## config.mk

```make
export PLATFORM = sky130hd
export DESIGN_NAME = fifo_burst_rd
export DESIGN_NICKNAME = d
export VERILOG_FILES = /design/src/rtl/fifo_pkg.sv /design/src/rtl/fifo_burst_rd.sv
export SDC_FILE = /design/constraint.sdc
export NUM_CORES = 1
export LEC_CHECK = 0
export BUFFER_PORTS_ARGS = -buffer_cell sky130_fd_sc_hd__buf_2
export CAP_MARGIN = 20
export CORE_UTILIZATION = 27
export DETAILED_ROUTE_END_ITERATION = 7
export SYNTH_ARGS = -nofsm -noshare
export SYNTH_HDL_FRONTEND = slang
export SYNTH_SLANG_ARGS = --single-unit
```

## constraint.sdc

```tcl
create_clock -name i_clk -period 2.65 [get_ports i_clk]
set_clock_uncertainty 0.2 [all_clocks]
set_input_delay 0 -clock i_clk [delete_from_list [all_inputs] [get_ports i_clk]]
set_output_delay 0 -clock i_clk [all_outputs]
set_load 0.02 [all_outputs]
```

## src/rtl/fifo_pkg.sv

```systemverilog
// rtl/fifo_pkg.sv - shared types and helpers for the FIFO read-side burst controller
package fifo_pkg;

    typedef enum logic [0:0] {
        FBR_IDLE,
        FBR_BURST
    } fbr_state_t;

    // Width of a FIFO word count able to represent 0..size inclusive.
    function automatic int cnt_bits(input int size);
        return $clog2(size) + 1;
    endfunction

endpackage

```

## src/rtl/fifo_burst_rd.sv

```systemverilog
// rtl/fifo_burst_rd.sv - FIFO read-side controller that drains whole framed bursts
//
// Waits until BURST_LEN words are buffered in the upstream FIFO, then pops exactly
// that many and presents them downstream as one packet framed by o_sop/o_eop.
// Optional macro FIFO_BURST_RD_TIMEOUT_EN: after TIMEOUT_CYC non-empty idle cycles,
// flush the residual words as a shorter, equally framed burst.
//
// Ports:
//   i_clk, i_rst_n          clock, synchronous active-low reset
//   i_val, i_dat, o_rdy     FIFO read port (word moves when i_val && o_rdy)
//   i_emp, i_wrds           FIFO empty flag and word count (count valid when ~i_emp)
//   o_val, o_dat, i_rdy     downstream burst stream
//   o_sop, o_eop            first/last beat markers, qualified by o_val
//   o_len                   length of the current burst, stable sop..eop
//   o_busy                  burst in progress
module fifo_burst_rd
    import fifo_pkg::*;
#(
    parameter int DAT_BITS    = 8,
    parameter int CNT_BITS    = cnt_bits(4),
    parameter int BURST_LEN   = 4,
    parameter int TIMEOUT_CYC = 64
) (
    input  logic                i_clk,
    input  logic                i_rst_n,
    input  logic                i_val,
    input  logic [DAT_BITS-1:0] i_dat,
    output logic                o_rdy,
    input  logic                i_emp,
    input  logic [CNT_BITS-1:0] i_wrds,
    output logic                o_val,
    output logic [DAT_BITS-1:0] o_dat,
    output logic                o_sop,
    output logic                o_eop,
    output logic [CNT_BITS-1:0] o_len,
    input  logic                i_rdy,
    output logic                o_busy
);

    if (BURST_LEN == 0 || BURST_LEN > 2 ** (CNT_BITS - 1) || TIMEOUT_CYC < 1) begin : g_bad_cfg
        $fatal(1, "fifo_burst_rd: BURST_LEN/TIMEOUT_CYC out of range for CNT_BITS");
    end

    localparam logic [CNT_BITS-1:0] BURST_LEN_C = CNT_BITS'(BURST_LEN);

    fbr_state_t          state_q;
    logic [CNT_BITS-1:0] beats_q;
    logic [CNT_BITS-1:0] len_q;
    logic [DAT_BITS-1:0] dat_q;
    logic                val_q;
    logic                sop_q;
    logic                eop_q;

    logic take;
    logic hs_done;
    logic full_go;

    // Pop only when the output register is free or being emptied this cycle;
    // deliberately independent of i_val.
    assign o_rdy   = (state_q == FBR_BURST) && (beats_q != '0) && (!val_q || i_rdy);
    assign take    = o_rdy && i_val;
    assign hs_done = val_q && i_rdy;
    // An under-reporting count only delays the start; the pop limit is beats_q.
    assign full_go = !i_emp && (i_wrds >= BURST_LEN_C);

`ifdef FIFO_BURST_RD_TIMEOUT_EN
    localparam int TMR_BITS = (TIMEOUT_CYC > 1) ? $clog2(TIMEOUT_CYC) : 1;
    localparam logic [TMR_BITS-1:0] TMR_LAST = TMR_BITS'(TIMEOUT_CYC - 1);

    logic [TMR_BITS-1:0] tmr_q;
    logic                tmo_go;

    // A zero count would mean a zero-length burst; keep waiting instead.
    assign tmo_go = !i_emp && (tmr_q == TMR_LAST) && (i_wrds != '0);
`endif

    always_ff @(posedge i_clk) begin
        if (!i_rst_n) begin
            state_q <= FBR_IDLE;
            beats_q <= '0;
            len_q   <= '0;
            dat_q   <= '0;
            val_q   <= 1'b0;
            sop_q   <= 1'b0;
            eop_q   <= 1'b0;
`ifdef FIFO_BURST_RD_TIMEOUT_EN
            tmr_q   <= '0;
`endif
        end else begin
            case (state_q)
                FBR_IDLE: begin
                    if (full_go) begin
                        state_q <= FBR_BURST;
                        len_q   <= BURST_LEN_C;
                        beats_q <= BURST_LEN_C;
                    end
`ifdef FIFO_BURST_RD_TIMEOUT_EN
                    else if (tmo_go) begin
                        state_q <= FBR_BURST;
                        len_q   <= i_wrds;
                        beats_q <= i_wrds;
                    end
`endif
                end
                FBR_BURST: begin
                    if (take) begin
                        dat_q   <= i_dat;
                        val_q   <= 1'b1;
                        sop_q   <= (beats_q == len_q);
                        eop_q   <= (beats_q == CNT_BITS'(1));
                        beats_q <= beats_q - 1'b1;
                    end else if (hs_done) begin
                        val_q <= 1'b0;
                        sop_q <= 1'b0;
                        eop_q <= 1'b0;
                    end
                    // On the eop handshake beats_q is already 0, so no take can overlap.
                    if (hs_done && eop_q) begin
                        state_q <= FBR_IDLE;
                    end
                end
                default: state_q <= FBR_IDLE;
            endcase

`ifdef FIFO_BURST_RD_TIMEOUT_EN
            // Saturate at the last count so a lagging zero word count just waits.
            if (state_q != FBR_IDLE || i_emp || full_go || tmo_go) begin
                tmr_q <= '0;
            end else if (tmr_q != TMR_LAST) begin
                tmr_q <= tmr_q + 1'b1;
            end
`endif
        end
    end

    assign o_val  = val_q;
    assign o_dat  = dat_q;
    assign o_sop  = sop_q;
    assign o_eop  = eop_q;
    assign o_len  = len_q;
    assign o_busy = (state_q == FBR_BURST);

endmodule

```

==> run_results.csv <==
group,metric,value,unit
finish,nets,165,
finish,drive_gt1_share,24.8,%
setup_path,crit_path_end,"o_dat[2]",
logic_synthesis,ys_types,31,
finish,multi_input_area,430,µm²
detailed_routing,wl_per_cell,11.3,µm
power,pwr-share-comb,16.2,%
global_routing,grt_pass1_vias,789,
global_routing,grt_usage,13.3,%
place,dp_cells,143,
power,ir_drop,177,µV
clock_network,cts_tree,"built",
setup_path,cp-start-kind,"register",
clock_network,cts_resized,0,
floorplanning,die_y,57.3,µm
power,clkPwrFrac,33.2,%
detailed_routing,vias,824,
sta,tns,0,ns
run,maxCapViolations,0,
detailed_routing,wirelength,1980,µm
logic_synthesis,synth_seq_area_share,38.8,%
place,io_buffers,27,
finish,final_cells,176,
floorplanning,ios,32,
floorplanning,design.core.area,2830,µm²
place,hpwl,1200,µm
detailed_routing,ant_nets,0,
clock_network,cts.htree.levels,1,
clock_network,insertion_delay,0.29,ns
setup_path,critPathRequiredTime,2.69,ns
global_routing,grt_max_degree,28,
setup_path,path_max_fanout,11,
logic_synthesis,netlist_area,825,µm²
detailed_routing,dr.pass1.iters,8,
setup_path,critical_path_class,"reg -> reg",
place,gp_congestion,0.888,
finish,antenna_cells,0,
finish,nFillCells,278,
power,power_frac_seq,50.6,%
logic_synthesis,synth-seq-cells,16,
logic_synthesis,yosys_warnings,0,
finish,layout_common_cells,"29 x dlygate4sd3_1, 27 x buf_2, 19 x nand2_1",
status,status,"finished with violations",
status,violations,"design-rule violations",
sta,hold_viol,0,
floorplanning,num_rows,19,
finish,final_common_cell,"dlygate4sd3_1",
sta,rsz0062_at_grt,"no",
clock_network,cts_root_buf,"clkbuf_4",
global_routing,grt_pass1_wl,3330,µm
setup_path,r2r-end,"o_dat[2]",
floorplanning,die_w,57.3,µm
logic_synthesis,avgSynthCellArea,9.16,µm²
sta,finalCritPeriodShare,92.0,%
floorplanning,start_util,29.1,%
power,sw_frac_of_total,25.0,%
power,internal-power,374,µW
setup_path,cp.arrival,2.47,ns
global_routing,antenna_found_initial,0,
clock_network,post-cts-setup-buffers,0,
finish,syn_to_final_growth,53.1,%
clock_network,clk_pin_slew,0.10,ns
power,power_density,395,nW/µm²
setup_path,end_kind,"register",
detailed_routing,drt-vias-per-instance,4.68,
clock_network,cts.sinks,16,
floorplanning,die_area,3280,µm²
sta,maxClockFrequency,0.410,GHz
power,switchingPower,125,µW
global_routing,grt_overflow,0,
logic_synthesis,synthCells,90,
worst_hold_path,min-delay-path-class,"in -> reg",
clock_network,cts_made_buffers,3,
setup_path,ff2ff_path_depth,6,
finish,register_area,320,µm²
detailed_routing,drc,2,
setup_path,startpoint,"beats_q[0]",
sta,slew_viol_final,0,
setup_path,regToRegStartpoint,"beats_q[0]",
sta,fin_crit,2.44,ns
sta,setup_viol,0,
power,p_leak,0.000563,µW
clock_network,clockBufferDepth,2,
setup_path,rrSetupSlack,0.21,ns
detailed_routing,drtIter0Drc,23,
-- sequential cells by signal, summed over array words and instances, names as in the netlist --
signal and count:
o_dat 8, o_eop 1, o_sop 1, o_val 1
o_busy 1, o_len 1, beats_q 3
-- synthesized netlist by cell type --
master          number  share of area [%]
and3_1               1               0.76
nor2b_2              1                1.1
nand4b_1             1                1.1
o211ai_1             1               0.91
buf_12               1                2.4
nor2_1               6                2.7
nand3b_1             2                1.8
o2111ai_1            2                2.1
dfxtp_1             16                 39
ha_1                 3                4.6
nand3_1              4                2.4
a221oi_1             1                1.1
or2b_1               1               0.91
and3_2               1               0.91
mux2i_1             10                 12
a21oi_1              1               0.61
and4b_4              1                1.7
conb_1               1               0.45
nor3b_1              1               0.91
nand2b_1             1               0.76
a21boi_0             1               0.91
or3b_2               1                1.1
nand2_1             19                8.6
nand2b_2             1                1.1
dlymetal6s2s_1       1                1.5
buf_6                1                1.4
inv_1                3                1.4
nand4_1              2                1.5
o21a_1               1               0.91
buf_4                3                2.7
and2_1               1               0.76
-- stage by stage --
stage	hold slack, ns	worst slack, ns	power [µW]	util, %	cell area (µm²)
global placement	0.0480	0.877	311	33.1	936
finish	0.0246	0.212	499	44.6	1260
floorplan	-0.0579	0.976	299	-	828
CTS	0.0189	0.274	504	44.6	1260
detailed placement	0.0539	0.825	313	33.1	936
global route	0.0523	0.0922	524	44.6	1260
-- worst min path at each step --
stage                      end      start  depth (start not counted)
detailed placement    o_dat[6]   i_dat[6]                          3
global route        beats_q[1]  i_wrds[2]                          4
floorplan             o_dat[0]   i_dat[0]                          2
CTS                 beats_q[1]  i_wrds[2]                          4
finish              beats_q[0]  i_wrds[2]                          4
global placement      o_dat[3]   i_dat[3]                          3
-- per-layer routing --
| layer | share of wire, % | GRT usage [%] |
|---|---|---|
| met1 | 45 | 15.9 |
| met2 | 49 | 22.7 |
| met3 | 4.0 | 2.04 |
| met4 | 2.0 | 7.32 |
| met5 | 0 | 0 |
-- power by group through the flow --
stage	clock network, µW	logic [µW]	registers [µW]
global route	181	88.3	254
CTS	171	79.9	253
floorplan	0	36.8	262
global placement	0	53.2	258
finish	166	80.7	253
detailed placement	0	54.2	258
-- worst max-delay path: stages, from the launching register on --
cell and delay [ns]:
dfxtp_1 0.37, inv_1 0.08, ha_1 0.23, nor2b_2 0.19, and4b_4 0.48, mux2i_1 0.25
dlygate4sd3_1 0.58
-- cell families (layout without fill, tap and decap cells) --
family / count (synthesis) / in the layout / share of synthesized area [%]
AND/OR/NAND/NOR: 44 / 44 / 28.1
AO/OA/AOI/OAI: 7 / 7 / 6.53
multiplexers: 10 / 10 / 12.1
buffers and inverters: 9 / 63 / 9.41
flip-flops: 16 / 16 / 38.8
adder cells (fa/ha/maj): 3 / 3 / 4.55
other: 1 / 2 / 0.455
-- area by class of cell --
type	count	share of cell area (%)
clock buffers	4	2.87
repair buffers	56	33.7
inverters	3	0.892
flip-flops and latches	16	25.4
well taps	31	3.07
multi-input cells	66	34.1
-- repair_timing --
action	CTS	global route
hold endpoints to repair	16	0
hold buffers	29	0
setup endpoints to repair	0	0
Power figures use the tool's default switching activity.
